===== config.mk =====
export PLATFORM = sky130hd
export DESIGN_NAME = word_serializer_tx_flat
export DESIGN_NICKNAME = d
export VERILOG_FILES = /design/src/rtl/word_serializer_tx_if.sv /design/src/rtl/word_serializer_tx.sv /design/src/flat_wrapper.sv
export SDC_FILE = /design/constraint.sdc
export NUM_CORES = 1
export LEC_CHECK = 0
export ABC_AREA = 1
export CORE_ASPECT_RATIO = 1.2
export CORE_MARGIN = 3
export CORE_UTILIZATION = 49
export DETAILED_ROUTE_END_ITERATION = 8
export PLACE_DENSITY = 0.76
export SETUP_SLACK_MARGIN = 0.2
export SYNTH_ARGS = -nofsm -noshare
export SYNTH_HDL_FRONTEND = slang
export SYNTH_SLANG_ARGS = --single-unit

===== constraint.sdc =====
create_clock -name clk -period 1.8 [get_ports clk]
set_input_delay 0.45 -clock clk [delete_from_list [all_inputs] [get_ports clk]]
set_output_delay 0.45 -clock clk [all_outputs]
set_load 0.01 [all_outputs]

===== src/rtl/word_serializer_tx_if.sv =====
// Handshake and serial-link bundle for word_serializer_tx.
`timescale 1ns/1ps
interface word_serializer_tx_if #(
  parameter int unsigned WIDTH = 8
);
  logic [WIDTH-1:0] in_data;
  logic             in_valid;
  logic             in_ready;
  logic             ser_out;
  logic             ser_valid;
  logic             frame_start;
  logic             frame_done;
  logic             busy;

  // Upstream word source / serial-link observer side
  modport master (
    output in_data, in_valid,
    input  in_ready, ser_out, ser_valid, frame_start, frame_done, busy
  );

  // Serializer side
  modport slave (
    input  in_data, in_valid,
    output in_ready, ser_out, ser_valid, frame_start, frame_done, busy
  );
endinterface


===== src/rtl/word_serializer_tx.sv =====
// Parallel-to-serial transmitter: captures a word on valid/ready and shifts
// it out one bit per CLKS_PER_BIT clocks, with frame start/done pulses.
`timescale 1ns/1ps
module word_serializer_tx #(
  parameter int unsigned WIDTH        = 8,
  parameter int unsigned CLKS_PER_BIT = 4,
  parameter bit          MSB_FIRST    = 1'b1
) (
  input logic                 clk,
  input logic                 reset,
  word_serializer_tx_if.slave bus
);

  localparam int unsigned IDX_W = $clog2(WIDTH);
  localparam int unsigned DIV_W = (CLKS_PER_BIT > 1) ? $clog2(CLKS_PER_BIT) : 1;

  typedef enum logic {
    IDLE  = 1'b0,
    SHIFT = 1'b1
  } state_t;

  state_t             r_state;
  logic [WIDTH-1:0]   r_shadow;
  logic [IDX_W-1:0]   r_bit_idx;
  logic [DIV_W-1:0]   r_div;
  logic               r_ser_out;
  logic               r_ser_valid;
  logic               r_frame_start;
  logic               r_frame_done;

  logic               w_div_wrap;
  logic               w_last;
  logic               w_ready;
  logic               w_accept;
  logic [IDX_W-1:0]   w_idx_nxt;
  logic [DIV_W-1:0]   w_div_nxt;

  // Selects frame bit k of a word according to the configured bit order
  function automatic logic f_pick(input logic [WIDTH-1:0] word, input logic [IDX_W-1:0] k);
    if (MSB_FIRST) begin
      return word[IDX_W'(WIDTH - 1) - k];
    end
    return word[k];
  endfunction

  // Frame position decode; the last frame cycle reopens the input for a gapless chain
  assign w_div_wrap = (r_div == DIV_W'(CLKS_PER_BIT - 1));
  assign w_last     = (r_state == SHIFT) && (r_bit_idx == IDX_W'(WIDTH - 1)) && w_div_wrap;
  assign w_ready    = (r_state == IDLE) || w_last;
  assign w_accept   = bus.in_valid && w_ready;
  assign w_idx_nxt  = r_bit_idx + IDX_W'(1);
  assign w_div_nxt  = r_div + DIV_W'(1);

  // Transmit FSM with registered serial outputs and frame pulses
  always_ff @(posedge clk or negedge reset) begin
    if (!reset) begin
      r_state       <= IDLE;
      r_shadow      <= '0;
      r_bit_idx     <= '0;
      r_div         <= '0;
      r_ser_out     <= 1'b0;
      r_ser_valid   <= 1'b0;
      r_frame_start <= 1'b0;
      r_frame_done  <= 1'b0;
    end else begin
      r_frame_start <= 1'b0;
      r_frame_done  <= 1'b0;
      if (w_accept) begin
        // New frame: from IDLE or chained directly off the previous last cycle
        r_state       <= SHIFT;
        r_shadow      <= bus.in_data;
        r_bit_idx     <= '0;
        r_div         <= '0;
        r_ser_out     <= f_pick(bus.in_data, IDX_W'(0));
        r_ser_valid   <= 1'b1;
        r_frame_start <= 1'b1;
      end else begin
        case (r_state)
          IDLE: begin
            r_ser_out   <= 1'b0;
            r_ser_valid <= 1'b0;
          end
          SHIFT: begin
            if (w_last) begin
              r_state     <= IDLE;
              r_bit_idx   <= '0;
              r_div       <= '0;
              r_ser_out   <= 1'b0;
              r_ser_valid <= 1'b0;
            end else if (w_div_wrap) begin
              r_bit_idx    <= w_idx_nxt;
              r_div        <= '0;
              r_ser_out    <= f_pick(r_shadow, w_idx_nxt);
              r_frame_done <= (w_idx_nxt == IDX_W'(WIDTH - 1)) && (CLKS_PER_BIT == 1);
            end else begin
              r_div        <= w_div_nxt;
              r_frame_done <= (r_bit_idx == IDX_W'(WIDTH - 1)) &&
                              (w_div_nxt == DIV_W'(CLKS_PER_BIT - 1));
            end
          end
          default: begin
            r_state     <= IDLE;
            r_ser_out   <= 1'b0;
            r_ser_valid <= 1'b0;
          end
        endcase
      end
    end
  end

  // Output mapping; busy mirrors ser_valid
  assign bus.in_ready    = w_ready;
  assign bus.ser_out     = r_ser_out;
  assign bus.ser_valid   = r_ser_valid;
  assign bus.frame_start = r_frame_start;
  assign bus.frame_done  = r_frame_done;
  assign bus.busy        = r_ser_valid;

endmodule

===== src/flat_wrapper.sv =====
// flat-port wrapper written by rule: the top's interface ports become plain ports
module word_serializer_tx_flat 
#(
  parameter int unsigned WIDTH        = 8,
  parameter int unsigned CLKS_PER_BIT = 4,
  parameter bit          MSB_FIRST    = 1'b1
)
  (clk, reset, bus_in_data, bus_in_valid, bus_in_ready, bus_ser_out, bus_ser_valid, bus_frame_start, bus_frame_done, bus_busy);
  word_serializer_tx_if #(.WIDTH(WIDTH)) bus_i ();
  input logic clk;
  input logic reset;
  input wire logic [$bits(bus_i.in_data)-1:0] bus_in_data;
  input wire logic [$bits(bus_i.in_valid)-1:0] bus_in_valid;
  output wire logic [$bits(bus_i.in_ready)-1:0] bus_in_ready;
  output wire logic [$bits(bus_i.ser_out)-1:0] bus_ser_out;
  output wire logic [$bits(bus_i.ser_valid)-1:0] bus_ser_valid;
  output wire logic [$bits(bus_i.frame_start)-1:0] bus_frame_start;
  output wire logic [$bits(bus_i.frame_done)-1:0] bus_frame_done;
  output wire logic [$bits(bus_i.busy)-1:0] bus_busy;
  assign bus_i.in_data = bus_in_data;
  assign bus_i.in_valid = bus_in_valid;
  assign bus_in_ready = bus_i.in_ready;
  assign bus_ser_out = bus_i.ser_out;
  assign bus_ser_valid = bus_i.ser_valid;
  assign bus_frame_start = bus_i.frame_start;
  assign bus_frame_done = bus_i.frame_done;
  assign bus_busy = bus_i.busy;
  word_serializer_tx #(.WIDTH(WIDTH), .CLKS_PER_BIT(CLKS_PER_BIT), .MSB_FIRST(MSB_FIRST)) u_core (.clk(clk), .reset(reset), .bus(bus_i));
endmodule

==> qor.log, run 1 <==
INFO  floorplanning  placementRows=15
INFO  status         status=completed
INFO  synthesis      yosys.area.top_type_share=0.522
INFO  synthesis      synth_seq_cells=18
INFO  synthesis      netlist_area=862µm²
INFO  floorplanning  initial_core_util=0.560
INFO  sta            max_transition_viols_final=0
INFO  clock_network  tritoncts.num_buffers=3
INFO  global_routing grt_overflow=0
INFO  floorplanning  floorplan.die_area=0.00230mm²
INFO  global_routing grt_pass1_wl=2990µm
INFO  routing        drt_pre_antenna_iters=4
INFO  clock_network  h_tree_level_count=1
INFO  power_and_ir_drop power.density_cell_area=1460mW/mm²
INFO  routing        wire_per_inst=12.8µm
INFO  synthesis      synth-seq-area-share=0.522
INFO  clock_network  cts.repair_timing.setup_buffer_count=0
INFO  sta            clock-skew-final=0.00212ns
INFO  routing        post_drt_via_cell_ratio=5.11
INFO  routing        totalWireLength=1770µm
INFO  synthesis      synthesis.nets=115
INFO  synthesis      synth_warnings=0
INFO  worst_setup_path setup.worst_path.start_class=register
INFO  worst_setup_path critPathKind=register to output port
INFO  synthesis      synthesis.area_per_instance=8.62µm²
INFO  final_layout   nFillCells=128
INFO  min_path       hp-class=input port to asynchronous set/reset pin
INFO  worst_setup_path reg2reg_depth=9
INFO  place          sum_of_net_half_perimeters_after_detailed_placement=1200µm
INFO  sta            layout_worst_path_cycle_share=0.985
INFO  clock_network  clkTransAtPathRegs=0.10ns
INFO  power_and_ir_drop totalPowerFinal=1.62mW
INFO  floorplanning  floorplan.core_area=0.00154mm²
INFO  final_layout   diodes=0
INFO  clock_network  worstSkewPairLatency=0.29ns
INFO  clock_network  cts.sinks=18
INFO  place          port_buffers=16
INFO  worst_setup_path critical_path.endpoint_type=output port
INFO  routing        ant_nets_after_route=0
INFO  routing        drt_iter0_drc=4
INFO  worst_setup_path reg2reg_slack=0.31ns
INFO  power_and_ir_drop ir_worst_vdd=0.936mV
INFO  job            maxCapViolCount=0
INFO  synthesis      ys_types=16
INFO  synthesis      post_synth_main_area_contributors=sky130_fd_sc_hd__dfrtp_1 52%, sky130_fd_sc_hd__nand2_1 13%, sky130_fd_sc_hd__inv_1 6.5%
INFO  global_routing initial_antenna_violation_count=0
INFO  worst_setup_path critical_path.max_fanout=2
INFO  sta            hold_violations=0
INFO  sta            period_needed=1.77ns
INFO  final_layout   areaGrowthSynthToFinish=28.3%
INFO  sta            max_fclk=564MHz
INFO  synthesis      synthCells=100
INFO  sta            max-slew-margin-rel=0.790
INFO  floorplanning  floorplan.die.height=51.9µm
INFO  global_routing first_global_vias=719
INFO  global_routing grt_max_degree=19
INFO  synthesis      synth_top_cell_by_area=sky130_fd_sc_hd__dfrtp_1
INFO  routing        via_count=710
INFO  worst_setup_path critPathRequiredTime=1.35ns
INFO  clock_network  cts_tree=built
INFO  final_layout   final_nets=138
INFO  global_routing track_usage=0.179
INFO  sta            final.hold.worst_slack=0.477ns
INFO  sta            tightest_slew=0.313ns
INFO  clock_network  clk_root_buffer_cell=sky130_fd_sc_hd__clkbuf_4
INFO  final_layout   drive_gt1_frac=0.156
INFO  floorplanning  io-pin-count=17
INFO  place          place.gp.congestion=0.826
INFO  worst_setup_path critical_path.endpoint=bus_in_ready
INFO  power_and_ir_drop power.static_leakage=0.582nW
INFO  worst_setup_path worst_r2r_endpoint=u_core.r_shadow[0]
INFO  worst_setup_path worst_ep_arrival_time=1.32ns
INFO  sta            rsz_0062_raised_after_global_routing=yes
INFO  clock_network  cts_hold_repair.buffers=0
INFO  routing        drc_errors=0
INFO  clock_network  maximum_root_to_sink_buffer_count=2
INFO  floorplanning  die_width=44.3µm
INFO  worst_setup_path worst_r2r_startpoint=u_core.r_bit_idx[1]
INFO  worst_setup_path worst_setup_path_startpoint=u_core.r_bit_idx[1]
INFO  sta            setup_viol_count_final=0
==> synthesized netlist by cell type (all sizes together) <==
master	count
a211oi	1
a21oi	1
buf	2
dfrtp	18
ha	4
inv	16
nand2	31
nand3	7
nor2	6
o21ai	13
or2	1
==> worst max-delay path: stages, from the launching register on <==
cell	delay [ns]
sky130_fd_sc_hd__dfrtp_1	0.41
sky130_fd_sc_hd__ha_2	0.21
sky130_fd_sc_hd__ha_4	0.16
sky130_fd_sc_hd__nand3_2	0.06
sky130_fd_sc_hd__nand2_2	0.06
sky130_fd_sc_hd__buf_6	0.12
==> worst min-delay path by stage <==
stage / cells after the start / slack, ns / end / start
6_report: 2 / 0.48 / u_core.r_div[0] / reset
5_1_grt: 2 / 0.47 / u_core.r_bit_idx[2] / reset
4_1_cts: 2 / 0.48 / u_core.r_div[0] / reset
3_5_place_dp: 2 / 0.47 / u_core.r_shadow[4] / u_core.r_shadow[4]
3_3_place_gp: 2 / 0.46 / u_core.r_shadow[6] / u_core.r_shadow[6]
2_1_floorplan: 0 / 0.15 / u_core.bus.busy / reset
==> cell usage in the layout, fill, tap and decap left out <==
| cell type | netlist | routed |
|---|---|---|
| sky130_fd_sc_hd__nand2_4 | 1 | 1 |
| sky130_fd_sc_hd__nand3_2 | 0 | 1 |
| sky130_fd_sc_hd__ha_2 | 0 | 1 |
| sky130_fd_sc_hd__o21ai_0 | 11 | 10 |
| sky130_fd_sc_hd__inv_4 | 1 | 1 |
| sky130_fd_sc_hd__clkbuf_8 | 0 | 1 |
| sky130_fd_sc_hd__buf_4 | 1 | 4 |
| sky130_fd_sc_hd__o21ai_1 | 0 | 1 |
| sky130_fd_sc_hd__nand2_1 | 29 | 29 |
| sky130_fd_sc_hd__dlygate4sd2_1 | 0 | 5 |
| sky130_fd_sc_hd__inv_1 | 15 | 15 |
| sky130_fd_sc_hd__ha_1 | 4 | 2 |
| sky130_fd_sc_hd__nand2_2 | 1 | 1 |
| sky130_fd_sc_hd__nor2_1 | 6 | 6 |
| sky130_fd_sc_hd__nand3_1 | 7 | 6 |
| sky130_fd_sc_hd__clkdlybuf4s50_1 | 0 | 10 |
| sky130_fd_sc_hd__or2_2 | 1 | 1 |
| sky130_fd_sc_hd__buf_6 | 1 | 1 |
| sky130_fd_sc_hd__a211oi_2 | 1 | 1 |
| sky130_fd_sc_hd__o21ai_2 | 2 | 2 |
| sky130_fd_sc_hd__clkbuf_4 | 0 | 3 |
| sky130_fd_sc_hd__dfrtp_1 | 18 | 18 |
| sky130_fd_sc_hd__ha_4 | 0 | 1 |
| sky130_fd_sc_hd__a21oi_1 | 1 | 1 |
==> metal layers <==
layer  share of wire  up-vias  routed length (µm)  GRT usage
li1                -      353                   -          -
met1            0.40      333                 716      0.195
met2            0.54       18                 963      0.328
met3           0.030        6                  53     0.0208
met4           0.023        0                  40     0.0955
met5               0        -                   0          0
==> cell type report <==
cell class | instances | area (µm²) | share of cell area
sequential | 18 | 450 | 0.407
inverter | 16 | 62.6 | 0.0566
timing repair buffer | 20 | 185 | 0.167
tap | 17 | 21.3 | 0.0192
clock buffer | 4 | 36.3 | 0.0328
multi-input combinational | 64 | 350 | 0.317
==> cells by family (layout without fill, tap and decap cells) <==
logic type,count (synthesis),after routing,share of synthesized area
AO/OA/AOI/OAI,15,15,0.104
adder cells (fa/ha/maj),4,4,0.0581
buffers and inverters,18,40,0.0943
flip-flops,18,18,0.522
AND/OR/NAND/NOR,45,45,0.221
==> stage by stage <==
stage / utilization / setup TNS (ns) / instances / setup WS (ns) / instance area [µm²]
final: 0.719 / 0 / 139 / 0.0268 / 1110
after global routing: 0.719 / -0.0358 / 139 / -0.0358 / 1110
after global placement: 0.685 / -0.0176 / 135 / -0.0176 / 1050
after detailed placement: 0.685 / -0.0370 / 135 / -0.0370 / 1050
after CTS: 0.719 / 0 / 139 / 0.0481 / 1110
after floorplan: - / 0 / 100 / 0.285 / 862
==> report_power, final <==
group / switching, mW / internal, mW / leakage, nW
sequential: 0.0897 / 0.568 / 0.219
combinational: 0.392 / 0.316 / 0.342
clock: 0.127 / 0.123 / 0.0210
total: 0.608 / 1.01 / 0.582
==> what timing repair did <==
item,in CTS,in global routing
endpoints found under the setup margin,6,2
cloned,0,0
resized for setup,14,1
pin swaps,1,0
==> state kept, by name, indices dropped and copies added (netlist names) <==
| register | flops |
|---|---|
| u_core.r_shadow | 8 |
| u_core.r_bit_idx | 3 |
| u_core.r_div | 2 |
| u_core.bus.busy | 1 |
| u_core.bus.frame_done | 1 |
| u_core.bus.frame_start | 1 |
| u_core.bus.ser_out | 1 |
| u_core.r_state | 1 |
Power figures use the tool's default switching activity.
==> run 2, diff against run 1 <==
--- a/config.mk
+++ b/config.mk
@@ -8,9 +8,8 @@
 export ABC_AREA = 1
 export CORE_ASPECT_RATIO = 1.2
 export CORE_MARGIN = 3
-export CORE_UTILIZATION = 49
+export CORE_UTILIZATION = 35
 export DETAILED_ROUTE_END_ITERATION = 8
-export PLACE_DENSITY = 0.76
 export SETUP_SLACK_MARGIN = 0.2
 export SYNTH_ARGS = -nofsm -noshare
 export SYNTH_HDL_FRONTEND = slang
==> qor.log, run 2 (synthesis results as in run 1) <==
INFO  worst_setup_path critPathKind=register to output port
INFO  final_layout   multi_input_comb_area=363µm²
INFO  worst_setup_path worst_r2r_startpoint=u_core.r_bit_idx[1]
INFO  routing        drt_iter0_drc=5
INFO  floorplanning  floorplan.core_area=0.00233mm²
INFO  global_routing grt_overflow=0
INFO  final_layout   layout.core_utilization=0.487
INFO  sta            max_transition_viols_final=0
INFO  power_and_ir_drop p_int=964µW
INFO  power_and_ir_drop power.static_leakage=0.575nW
INFO  clock_network  worstSkewPairLatency=0.29ns
INFO  worst_setup_path critPathRequiredTime=1.35ns
INFO  global_routing first_global_vias=616
INFO  final_layout   mostFrequentLayoutCells=29 x sky130_fd_sc_hd__nand2_1, 18 x sky130_fd_sc_hd__dfrtp_1, 15 x sky130_fd_sc_hd__inv_1
INFO  status         status=completed
INFO  worst_setup_path path_cells=ha_2, ha_4, nand3_2, nand2_2, buf_6
INFO  sta            period_needed=1.74ns
INFO  clock_network  maximum_root_to_sink_buffer_count=2
INFO  routing        drc_errors=0
INFO  global_routing grt_max_degree=19
INFO  clock_network  clkTransAtPathRegs=0.10ns
INFO  worst_setup_path timing.critical_path.slowest_cell_delay=0.40ns
INFO  power_and_ir_drop p_comb_frac=0.452
INFO  final_layout   reg.largest.list=u_core.r_shadow: 8 flops, u_core.r_bit_idx: 3 flops, u_core.r_div: 2 flops
INFO  routing        met2_wire_length=780µm
INFO  place          sum_of_net_half_perimeters_after_detailed_placement=1180µm
INFO  routing        drt_pre_antenna_iters=4
INFO  worst_setup_path critical_path.max_fanout=2
INFO  power_and_ir_drop switchingPower=578µW
INFO  worst_setup_path reg2reg_slack=0.27ns
INFO  sta            layout_worst_path_cycle_share=0.964
INFO  power_and_ir_drop power.density_cell_area=1360mW/mm²
INFO  floorplanning  floorplan.die_area=0.00310mm²
INFO  worst_setup_path worst_ep_arrival_time=1.29ns
INFO  final_layout   areaGrowthSynthToFinish=31.5%
INFO  routing        totalWireLength=1580µm
INFO  min_path       hp-class=input port to asynchronous set/reset pin
INFO  routing        met1_length=703µm
INFO  final_layout   drive_gt1_frac=0.164
INFO  final_layout   diodes=0
INFO  clock_network  clk_root_buffer_cell=sky130_fd_sc_hd__clkbuf_4
INFO  routing        dr_wl_met3=71µm
INFO  routing        wire_per_inst=10.3µm
INFO  worst_setup_path critical_path.endpoint_type=output port
INFO  power_and_ir_drop seq_power_share=0.422
INFO  place          place.gp.congestion=0.756
INFO  floorplanning  placementRows=19
INFO  floorplanning  io-pin-count=17
INFO  clock_network  cts_tree=built
INFO  sta            max_fclk=576MHz
INFO  floorplanning  floorplan.die.height=60.4µm
INFO  routing        via_count=683
INFO  power_and_ir_drop proportion_of_power_drawn_by_the_clock_network=0.127
INFO  final_layout   layout.area.seq=450µm²
INFO  floorplanning  initial_core_util=0.370
INFO  final_layout   most_frequent_standard_cell_in_the_layout_excluding_fill_and_tap_cells=sky130_fd_sc_hd__nand2_1
INFO  sta            hold_violations=0
INFO  routing        post_drt_via_cell_ratio=4.46
INFO  clock_network  tritoncts.num_buffers=3
INFO  power_and_ir_drop ir_worst_vdd=0.701mV
INFO  clock_network  cts_hold_repair.buffers=0
INFO  place          port_buffers=16
INFO  floorplanning  die_width=51.3µm
INFO  sta            setup_viol_count_final=0
INFO  power_and_ir_drop p_sw_frac=0.375
INFO  clock_network  cts.sinks=18
INFO  sta            clock-skew-final=0.00401ns
INFO  sta            fin_setup_tns=0ns
INFO  place          dpl-instance-area=0.00106mm²
INFO  worst_setup_path reg2reg_depth=10
INFO  final_layout   number_of_flip_flops_under_the_largest_register_name=8
INFO  routing        maxUsedRoutingLayer=met4
INFO  worst_setup_path setup.worst_path.start_class=register
INFO  worst_setup_path cp_slowest_cell=sky130_fd_sc_hd__dfrtp_1
INFO  routing        ant_nets_after_route=0
INFO  global_routing initial_antenna_violation_count=0
INFO  clock_network  h_tree_level_count=1
INFO  job            maxCapViolCount=0
INFO  final_layout   nFillCells=255
INFO  final_layout   largest-register=u_core.r_shadow
INFO  final_layout   final_nets=139
INFO  sta            tightest_slew=0.288ns
INFO  global_routing track_usage=0.110
INFO  sta            rsz_0062_raised_after_global_routing=yes
INFO  worst_setup_path worst_r2r_endpoint=u_core.r_shadow[0]
INFO  final_layout   design_area=0.00113mm²
INFO  sta            max-slew-margin-rel=0.807
INFO  global_routing grt_pass1_wl=2530µm
run 2: how the worst max path moves through the flow:
stage | start | endpoint | slack (ns) | cells past startpoint
after floorplan | u_core.r_bit_idx[0] | u_core.r_shadow[3] | 0.29 | 9
after global placement | u_core.r_bit_idx[0] | bus_in_ready | -0.02 | 5
after detailed placement | u_core.r_bit_idx[0] | bus_in_ready | -0.03 | 5
after CTS | u_core.r_bit_idx[1] | bus_in_ready | 0.06 | 5
after global routing | u_core.r_bit_idx[0] | bus_in_ready | 0.02 | 5
final | u_core.r_bit_idx[1] | bus_in_ready | 0.06 | 5
run 2: critical path: cells and delay by family, from the launching register on:
kind                       cells  cell delay [ns]
buffers and inverters          1             0.12
adders and majority gates      2             0.36
and+or+nand+nor                2             0.13
DFF                            1             0.40
run 2: stage by stage:
step / power [mW] / std cells / setup slack (ns) / hold slack, ns
6_report: 1.54 / 153 / 0.0640 / 0.479
5_1_grt: 1.69 / 153 / 0.0184 / 0.494
4_1_cts: 1.54 / 153 / 0.0621 / 0.487
3_5_place_dp: 1.33 / 148 / -0.0344 / 0.469
3_3_place_gp: 1.31 / 148 / -0.0203 / 0.469
2_1_floorplan: 1.11 / 100 / 0.285 / 0.154
run 2: timing repair:
item	in CTS	in global routing
setup buffers	2	0
pin swaps	2	3
gates resized for setup	14	3
setup endpoints to repair	6	9
run 2: layout make-up:
cell class	instances	share of cell area
Clock buffer	3	0.0199
Sequential cell	18	0.397
Tap cell	31	0.0342
Multi-Input combinational cell	64	0.320
Inverter	16	0.0552
Timing Repair Buffer	21	0.173
run 2: per-layer routing:
metal  up-vias  global-route usage
li1        354                   -
met1       312               0.127
met2        13               0.190
met3         4              0.0221
met4         0              0.0674
met5         -                   0
run 2: power by group through the flow:
stage | registers [mW] | logic, mW | clock network [mW]
after floorplan | 0.661 | 0.446 | 0
after global placement | 0.649 | 0.662 | 0
after detailed placement | 0.657 | 0.677 | 0
after CTS | 0.651 | 0.689 | 0.201
after global routing | 0.667 | 0.808 | 0.216
final | 0.651 | 0.696 | 0.195
==> run 3, diff against run 2 <==
--- a/config.mk
+++ b/config.mk
@@ -8,8 +8,10 @@
 export ABC_AREA = 1
 export CORE_ASPECT_RATIO = 1.2
 export CORE_MARGIN = 3
-export CORE_UTILIZATION = 35
+export CORE_UTILIZATION = 49
+export CTS_CLUSTER_SIZE = 28
 export DETAILED_ROUTE_END_ITERATION = 8
+export PLACE_DENSITY = 0.76
 export SETUP_SLACK_MARGIN = 0.2
 export SYNTH_ARGS = -nofsm -noshare
 export SYNTH_HDL_FRONTEND = slang
==> results of run 3 <==
No change in the layout: final DEF, timing and power equal those of run 1.
